$ cat config.mk
export PLATFORM = sky130hd
export DESIGN_NAME = axis_pack_flat
export DESIGN_NICKNAME = d
export VERILOG_FILES = /design/src/rtl/axis_pack_pkg.sv /design/src/rtl/axis_pack_if.sv /design/src/rtl/axis_pack_oreg.sv /design/src/rtl/axis_pack.sv /design/src/flat_wrapper.sv
export SDC_FILE = /design/constraint.sdc
export NUM_CORES = 1
export LEC_CHECK = 0
export ABC_CLOCK_PERIOD_IN_PS = 9700
export BUFFER_PORTS_ARGS = -buffer_cell sky130_fd_sc_hd__buf_2
export CAP_MARGIN = 25
export CORE_AREA = 2 2 92 94
export DETAILED_ROUTE_END_ITERATION = 16
export DIE_AREA = 0 0 94 96
export HOLD_SLACK_MARGIN = 0.06
export PLACE_DENSITY = 0.92
export SYNTH_ARGS = -nofsm -noshare
export SYNTH_HDL_FRONTEND = slang
export SYNTH_SLANG_ARGS = --single-unit
$ cat constraint.sdc
create_clock -name clk_i -period 9.7 [get_ports clk_i]
set_input_delay 1.94 -clock clk_i [delete_from_list [all_inputs] [get_ports clk_i]]
set_output_delay 1.94 -clock clk_i [all_outputs]
set_load 0.05 [all_outputs]
$ cat src/rtl/axis_pack_pkg.sv
// axis_pack_pkg: shared constants and helpers for the axis_pack slice.
//   calc_ratio  : lanes per output word (OUT_W / IN_W)
//   calc_lane_w : width of lane counters, wide enough to hold RATIO itself
//   lane_offset : bit offset of a lane inside the packed word (little-endian)
package axis_pack_pkg;

  localparam int DEF_IN_W  = 8;
  localparam int DEF_OUT_W = 32;
  localparam int DEF_CNT_W = 32;

  function automatic int calc_ratio(input int in_w, input int out_w);
    return out_w / in_w;
  endfunction

  function automatic int calc_lane_w(input int ratio);
    return $clog2(ratio) + 1;
  endfunction

  function automatic int lane_offset(input int lane, input int in_w);
    return lane * in_w;
  endfunction

endpackage

$ cat src/rtl/axis_pack_if.sv
// axis_pack stream interfaces.
//   axis_pack_in_if  : narrow input stream  (data, valid, ready[, last])
//   axis_pack_out_if : packed output stream (data, valid, ready[, last, nlanes])
// last/nlanes exist only when IOB_AXIS_PACK_LAST_EN is defined.
interface axis_pack_in_if #(
  parameter int DATA_W = 8
);
  logic [DATA_W-1:0] data;
  logic              valid;
  logic              ready;
`ifdef IOB_AXIS_PACK_LAST_EN
  logic              last;
  modport master (output data, valid, last, input ready);
  modport slave  (input data, valid, last, output ready);
`else
  modport master (output data, valid, input ready);
  modport slave  (input data, valid, output ready);
`endif
endinterface

interface axis_pack_out_if #(
  parameter int DATA_W = 32
`ifdef IOB_AXIS_PACK_LAST_EN
  , parameter int LANE_W = 3
`endif
);
  logic [DATA_W-1:0] data;
  logic              valid;
  logic              ready;
`ifdef IOB_AXIS_PACK_LAST_EN
  logic              last;
  logic [LANE_W-1:0] nlanes;
  modport master (output data, valid, last, nlanes, input ready);
  modport slave  (input data, valid, last, nlanes, output ready);
`else
  modport master (output data, valid, input ready);
  modport slave  (input data, valid, output ready);
`endif
endinterface

$ cat src/rtl/axis_pack_oreg.sv
// axis_pack_oreg: output register of the packer.
// Holds data (and last/nlanes with IOB_AXIS_PACK_LAST_EN) stable while
// valid & ~ready; load_i may coincide with a downstream accept, in which case
// the new word replaces the old one with valid kept high.
// Ports: clk_i, cke_i, rst_i, clear_i, load_i, load_data_i[, load_last_i,
//        load_nlanes_i], ready_i, valid_o, data_o[, last_o, nlanes_o]
module axis_pack_oreg #(
  parameter int DATA_W = 32
`ifdef IOB_AXIS_PACK_LAST_EN
  , parameter int LANE_W = 3
`endif
) (
  input  logic              clk_i,
  input  logic              cke_i,
  input  logic              rst_i,
  input  logic              clear_i,
  input  logic              load_i,
  input  logic [DATA_W-1:0] load_data_i,
`ifdef IOB_AXIS_PACK_LAST_EN
  input  logic              load_last_i,
  input  logic [LANE_W-1:0] load_nlanes_i,
  output logic              last_o,
  output logic [LANE_W-1:0] nlanes_o,
`endif
  input  logic              ready_i,
  output logic              valid_o,
  output logic [DATA_W-1:0] data_o
);

  logic              vld_p1;
  logic [DATA_W-1:0] data_p1;
`ifdef IOB_AXIS_PACK_LAST_EN
  logic              last_p1;
  logic [LANE_W-1:0] nlanes_p1;
`endif

  // ---- stage p1: output register ----
  always_ff @(posedge clk_i) begin
    if (cke_i) begin
      if (rst_i || clear_i) begin
        vld_p1    <= 1'b0;
        data_p1   <= '0;
`ifdef IOB_AXIS_PACK_LAST_EN
        last_p1   <= 1'b0;
        nlanes_p1 <= '0;
`endif
      end else if (load_i) begin
        vld_p1    <= 1'b1;
        data_p1   <= load_data_i;
`ifdef IOB_AXIS_PACK_LAST_EN
        last_p1   <= load_last_i;
        nlanes_p1 <= load_nlanes_i;
`endif
      end else if (vld_p1 && ready_i) begin
        vld_p1    <= 1'b0;
      end
    end
  end

  assign valid_o  = vld_p1;
  assign data_o   = data_p1;
`ifdef IOB_AXIS_PACK_LAST_EN
  assign last_o   = last_p1;
  assign nlanes_o = nlanes_p1;
`endif

endmodule

$ cat src/rtl/axis_pack.sv
// axis_pack: packs a narrow AXI stream into OUT_W-bit words, lane 0 in the
// least significant bits, and counts words accepted downstream.
// Optional feature macro: IOB_AXIS_PACK_LAST_EN -- adds input/output tlast and
// nlanes; tlast flushes a partial word (unfilled lanes are zero).
// Ports: clk_i, cke_i (state holds while low), rst_i (sync, active-high),
//        clear_i (soft clear), axis_in (narrow stream, slave),
//        axis_out (packed stream, master), word_cnt_o (wrapping word count).
module axis_pack
  import axis_pack_pkg::*;
#(
  parameter int IN_W  = DEF_IN_W,
  parameter int OUT_W = DEF_OUT_W,
  parameter int CNT_W = DEF_CNT_W
) (
  input  logic                   clk_i,
  input  logic                   cke_i,
  input  logic                   rst_i,
  input  logic                   clear_i,
  axis_pack_in_if.slave          axis_in,
  axis_pack_out_if.master        axis_out,
  output logic [CNT_W-1:0]       word_cnt_o
);

  localparam int RATIO  = calc_ratio(IN_W, OUT_W);
  localparam int LANE_W = calc_lane_w(RATIO);

  logic [LANE_W-1:0] lane_cnt_p0;
  logic [OUT_W-1:0]  acc_p0;
  logic [OUT_W-1:0]  word_nxt;
  logic [CNT_W-1:0]  word_cnt;
  logic              in_ready;
  logic              in_last;
  logic              accept;
  logic              complete;
  logic              out_valid;
  logic [OUT_W-1:0]  out_data;

  // Ready only looks at the output register: a free or draining output slot
  // means a completing beat always has somewhere to go.
  assign in_ready      = ~rst_i & (~out_valid | axis_out.ready);
  assign axis_in.ready = in_ready;
  assign accept        = cke_i & axis_in.valid & in_ready;

`ifdef IOB_AXIS_PACK_LAST_EN
  assign in_last = axis_in.last;
`else
  assign in_last = 1'b0;
`endif

  assign complete = accept & ((lane_cnt_p0 == LANE_W'(RATIO - 1)) | in_last);

  // Accumulator merged with the current beat at its lane.
  always_comb begin
    word_nxt = acc_p0;
    for (int l = 0; l < RATIO; l++) begin
      if (lane_cnt_p0 == LANE_W'(l))
        word_nxt[lane_offset(l, IN_W) +: IN_W] = axis_in.data;
    end
  end

  // ---- stage p0: packing accumulator ----
  always_ff @(posedge clk_i) begin
    if (cke_i) begin
      if (rst_i || clear_i || complete) begin
        lane_cnt_p0 <= '0;
        acc_p0      <= '0;
      end else if (accept) begin
        lane_cnt_p0 <= lane_cnt_p0 + LANE_W'(1);
        acc_p0      <= word_nxt;
      end
    end
  end

  axis_pack_oreg #(
    .DATA_W        (OUT_W)
`ifdef IOB_AXIS_PACK_LAST_EN
    , .LANE_W      (LANE_W)
`endif
  ) u_oreg (
    .clk_i         (clk_i),
    .cke_i         (cke_i),
    .rst_i         (rst_i),
    .clear_i       (clear_i),
    .load_i        (complete),
    .load_data_i   (word_nxt),
`ifdef IOB_AXIS_PACK_LAST_EN
    .load_last_i   (in_last),
    .load_nlanes_i (lane_cnt_p0 + LANE_W'(1)),
    .last_o        (axis_out.last),
    .nlanes_o      (axis_out.nlanes),
`endif
    .ready_i       (axis_out.ready),
    .valid_o       (out_valid),
    .data_o        (out_data)
  );

  assign axis_out.valid = out_valid;
  assign axis_out.data  = out_data;

  // ---- stage p1: downstream word counter ----
  always_ff @(posedge clk_i) begin
    if (cke_i) begin
      if (rst_i || clear_i)
        word_cnt <= '0;
      else if (out_valid && axis_out.ready)
        word_cnt <= word_cnt + CNT_W'(1);
    end
  end

  assign word_cnt_o = word_cnt;

endmodule

$ cat src/flat_wrapper.sv
// flat-port wrapper written by rule: the top's interface ports become plain ports
module axis_pack_flat import axis_pack_pkg::*;
#(
  parameter int IN_W  = DEF_IN_W,
  parameter int OUT_W = DEF_OUT_W,
  parameter int CNT_W = DEF_CNT_W
)
  (clk_i, cke_i, rst_i, clear_i, word_cnt_o, axis_in_data, axis_in_valid, axis_in_ready, axis_out_data, axis_out_valid, axis_out_ready);
  axis_pack_in_if #(.DATA_W(IN_W)) axis_in_i ();
  axis_pack_out_if #(.DATA_W(OUT_W)) axis_out_i ();
  input  logic clk_i;
  input  logic cke_i;
  input  logic rst_i;
  input  logic clear_i;
  output logic [CNT_W-1:0] word_cnt_o;
  input wire logic [$bits(axis_in_i.data)-1:0] axis_in_data;
  input wire logic [$bits(axis_in_i.valid)-1:0] axis_in_valid;
  output wire logic [$bits(axis_in_i.ready)-1:0] axis_in_ready;
  output wire logic [$bits(axis_out_i.data)-1:0] axis_out_data;
  output wire logic [$bits(axis_out_i.valid)-1:0] axis_out_valid;
  input wire logic [$bits(axis_out_i.ready)-1:0] axis_out_ready;
  assign axis_in_i.data = axis_in_data;
  assign axis_in_i.valid = axis_in_valid;
  assign axis_in_ready = axis_in_i.ready;
  assign axis_out_data = axis_out_i.data;
  assign axis_out_valid = axis_out_i.valid;
  assign axis_out_i.ready = axis_out_ready;
  axis_pack #(.IN_W(IN_W), .OUT_W(OUT_W), .CNT_W(CNT_W)) u_core (.clk_i(clk_i), .cke_i(cke_i), .rst_i(rst_i), .clear_i(clear_i), .axis_in(axis_in_i), .axis_out(axis_out_i), .word_cnt_o(word_cnt_o));
endmodule
# == Word level (Yosys, flattened, before mapping) ==
# Cells that the tools add are included.
# op_classes
reduce_logical,12
bitwise,7
mux,10
n_addsub,2
eq_ne,3
# ops
op,n
$mux 32,3
$add 32x1->32 const B,1
$mux 8,4
$reduce_and 2->1,4
$eq 3x2->1 const B,2
$reduce_bool 2->1,3
$and 1x1->1,4
$add 3x1->3 const B,1
$eq 3x1->1 const B,1
$logic_not 3->1,1
$mux 3,1
$reduce_bool 3->1,1
$logic_or 1x1->1,2
$mux 1,2
$not 1->1,2
$logic_and 1x1->1,1
$or 1x1->1,1
# word_totals
ff_bits,100
in_bits,14
word_cells,39
out_inout_bits,66

# == Logic depth before layout (Yosys ltp) ==
# depth
ltp_word,8
depth_mapped,7

# == Hierarchy ==
# From an unflattened synthesis, not the netlist that was laid out.
# unflattened
cells_unflattened,375
area_unflattened_um2,4919.7
# modules_own_cells
mod,cells_each,area_each_um2,instances,seq_area_each_um2
axis_pack,302,3623.5,1,2011.9
axis_pack_oreg,73,1296.2,1,991.0

# == Worst setup path before layout ==
# OpenSTA, ideal clock, no wires.
# synth_path
path_type,input to register
from,input port axis_out_ready
to,"register u_core.u_oreg.vld_p1, in the netlist u_core.u_oreg.valid_o, enable pin"
slack_ps,4610
setup_ps,302
path_stages,3
required_ps,9398
t_arrival_ps,4789
cell_sequence,nand2_1 a21boi_0 or2_2
# synth_via
elab_chain_cells,6
# synth_rtl
element,line_no,text
start: declaration,flat_wrapper.sv:21,input wire logic [$bits(axis_out_i.ready)-1:0] axis_out_ready;
$or 1x1->1,axis_pack.sv:40,assign in_ready = ~rst_i & (~out_valid | axis_out.ready);
$and 1x1->1,axis_pack.sv:40,
$and 1x1->1,axis_pack.sv:42,assign accept = cke_i & axis_in.valid & in_ready;
$and 1x1->1,axis_pack.sv:50,assign complete = accept & ((lane_cnt_p0 == LANE_W'(RATIO - 1)) | in_last);
$reduce_bool 3->1 (no line) (*),--,
$reduce_and 2->1 (no line) (*),--,
end signal: assignment,axis_pack_oreg.sv:41,vld_p1 <= 1'b0;
end signal: assignment,axis_pack_oreg.sv:48,vld_p1 <= 1'b1;
end signal: assignment,axis_pack_oreg.sv:55,vld_p1 <= 1'b0;
end: declaration,axis_pack_oreg.sv:30,logic vld_p1;
# Every way passes the cells marked *; elsewhere a longest branch is shown, timed or not.
# A chain may end at the register's enable or synchronous reset.

# == Worst setup path in the final report ==
# layout_path
from,input port rst_i
to,output port axis_in_ready
# layout_via
elab_chain_cells,2
# layout_rtl
element,line_no,text
start: declaration,flat_wrapper.sv:13,input logic rst_i;
$not 1->1,axis_pack.sv:40,
$and 1x1->1,axis_pack.sv:40,
end: declaration,flat_wrapper.sv:18,output wire logic [$bits(axis_in_i.ready)-1:0] axis_in_ready;
# No other way between the ends.

==> out/results.ini <==
[placed_design]
place_hpwl_mm=6.36
gp_congestion=0.905
portBuffers=79
placed_area_um2=5120

[logic_synthesis]
synth.avg_cell_area_um2=12.5
synthesis.instances=372
synthSimpleGateAreaFrac_pct=16.4
synth-compound-area-share_pct=4.85
muxShareOfSynthArea_pct=7.33
synth_adder_area_share_pct=1.62
synth_top_area_share_pct=64.7
yosys.cell_types.count=35
synth_nets=392
yosysWarnings=0
yosysSeqAreaShare_pct=64.7
synth_xor_area_share_pct=2.26
synth_top_family_by_area=simple AND/OR/NAND/NOR gates
synth_area_leaders=edfxtp_1 (65%), mux2i_1 (7.3%), nor3_1 (4.1%)
synth-seq-cells=100
syn_area_um2=4640
yosysTopAreaCell=edfxtp_1

[critical_path]
cp_cell_sequence=buf_2 -> a21oi_1 -> buf_2
crit_cells=3
cp_slowest_cell=buf_2
max_stage_delay_ns=0.34
crit_buf_inv=2
crit_path_end_kind=output port
critPathTopFamily=buffers and inverters
cpMostUsedCell=buf_2
r2r_cells=6
worstSetupStartpointType=primary input
worstPathMaxFanout=8
arrival_ns=2.72
crit_required_ns=7.76
critPathKind=primary input to output port

[sta]
slew_headroom_pct=32.3
rsz0062_at_grt=no
hold_viol_final=0
final_max_slew_viol_count=0
finalSetupTns_ns=0
hold-worst-slack_ns=0.609
clock-skew-final_ns=0.0123
finalCritPeriodShare_pct=48.0
clock.fmax_mhz=215
worst_pin_slew_ns=1.01
period_minus_slack_ns=4.66
setup_viol=0

[pwr]
p_leak_uw=0.00200
powerDensity_nw_per_um2=170
ir_drop_mv=0.0768

[clocking]
cts_tree=built
htreeDepth=3
cts_resized=0
clk_latency_ns=0.37
cts_buffers=9
postCtsSetupBuffers=0
path_clk_slew_ns=0.10
cts.sinks=100
hold_buffers=0
clk_path_buf_depth=2
root_buffer=clkbuf_8

[floorplan]
die_w_um=94
start_util_pct=57.7
die_area_um2=9020
core-area_um2=8050
die_y_um=96
num_io_pins=80
row_count=33

[drt]
ant_nets=0
drt_iter0_markers=241
vias=3280
drt-total-wl_mm=9.58
routedWlPerCell_um=17.2
drt_pass1_iterations=5
remaining_drc_errors=0
via_per_inst=5.90

[layout]
fin_area_um2=5300
antennaDiodeCount=0
nets=466
drive_above_1_share_pct=23.5
synthToLayoutAreaGrowth_pct=14.3
n_fill_cell=573

[grt]
first_global_vias=3076
grt-ovfl-total=0
track_usage_pct=22.0
antenna_found_initial=0
grt_max_degree=70
grt_pass1_wl_mm=15.1

[flow_run]
maxCapViolCount=0

[worst_hold_path]
hold_depth=2
hold_path_class=register to register

[run_status]
status=complete, no violations

==> stage by stage <==
| step | util [%] | power, uW | setup WS (ns) | std cells |
|---|---|---|---|---|
| floorplan | - | 628 | 4.61 | 372 |
| global placement | 63.6 | 658 | 5.11 | 540 |
| detailed placement | 63.6 | 664 | 5.08 | 540 |
| CTS | 65.9 | 905 | 5.07 | 556 |
| global route | 65.9 | 931 | 5.02 | 556 |
| finish | 65.9 | 903 | 5.04 | 556 |
==> area by class of cell <==
type	instances	area [um^2]	area share, %
flip-flops and latches	100	3000	56.6
multi-input cells	240	1510	28.5
repair buffers	84	433	8.16
well taps	105	131	2.48
clock buffers	9	124	2.34
clock inverters	7	57.6	1.09
inverters	11	41.3	0.778
==> cell families (layout without fill, tap and decap cells) <==
logic type / Yosys count / in the layout
AND/OR/NAND/NOR: 152 / 152
buffers and inverters: 32 / 111
AO/OA/AOI/OAI: 36 / 36
adder cells (fa/ha/maj): 6 / 6
multiplexers: 34 / 34
flip-flops: 100 / 100
XOR/XNOR: 12 / 12
==> Yosys cell counts, drive strengths merged <==
master and number:
a21boi 1, a21oi 13, and2 2, and3 1
and4 4, buf 3, clkbuf 18, edfxtp 100
ha 6, inv 11, mux2i 34, nand2 16
nand3 10, nand4 8, nor2 46, nor2b 2
nor3 38, nor3b 1, nor4 4, o21a 1
o21ai 10, o311ai 5, o31ai 1, o41ai 5
or2 2, or3 15, or4 3, xnor2 8
xor2 4
==> layer usage <==
metal | global-route usage [%] | up-vias | wire, um
li1 | - | 1547 | -
met1 | 28.8 | 1602 | 3970
met2 | 36.5 | 106 | 4900
met3 | 4.70 | 25 | 435
met4 | 7.85 | 0 | 268
met5 | 0 | - | 0
==> final timing paths <==
path	start	to	slack, ns
max	rst_i	axis_in_ready	5.04
min	u_core.acc_p0[25]$_SDFFCE_PP0P_	u_core.u_oreg.data_o[25]$_SDFFCE_PN0P_	0.61
max reg2reg	u_core.lane_cnt_p0[0]$_SDFFCE_PP0P_	u_core.u_oreg.data_o[28]$_SDFFCE_PN0P_	7.00
min reg2reg	u_core.acc_p0[25]$_SDFFCE_PP0P_	u_core.u_oreg.data_o[25]$_SDFFCE_PN0P_	0.61
==> flip-flops by register name, indices dropped and copies added, names as in the netlist <==
register / count
u_core.u_oreg.data_o: 32
u_core.lane_cnt_p0: 3
u_core.u_oreg.valid_o: 1
u_core.acc_p0: 32
u_core.word_cnt_o: 32
==> where the power goes <==
part	leakage, uW	switching (uW)	total (uW)	internal [uW]
sequential	0.00100	15.5	520	505
combinational	0.000906	104	135	31.4
clock	0.0000902	151	248	97.4
total	0.00200	270	903	633
==> layout by cell type (no fill, tap or decap), types with 2 or more instances in the layout <==
cell type | Yosys | routed
a21oi_1 | 13 | 13
and2_1 | 2 | 2
and4_1 | 4 | 4
buf_2 | 1 | 79
buf_4 | 0 | 5
clkbuf_8 | 1 | 9
edfxtp_1 | 100 | 100
ha_1 | 6 | 6
inv_1 | 11 | 11
inv_6 | 0 | 3
mux2i_1 | 34 | 34
nand2_1 | 16 | 16
nand3_1 | 10 | 10
nand4_1 | 7 | 7
nor2_1 | 46 | 46
nor3_1 | 38 | 38
nor4_1 | 4 | 4
o21ai_0 | 10 | 10
o311ai_0 | 5 | 5
o41ai_1 | 5 | 5
or2_2 | 1 | 2
or3_1 | 14 | 14
or4_1 | 2 | 2
xnor2_1 | 8 | 8
xor2_1 | 4 | 4
==> worst register-to-register path: stages (launching register included) <==
cell and delay, ns:
edfxtp_1 0.41, ha_1 0.19, ha_1 0.53, and4_1 0.29, buf_4 0.37, o21a_1 0.20, buf_4 0.38
Power figures use the tool's default switching activity.
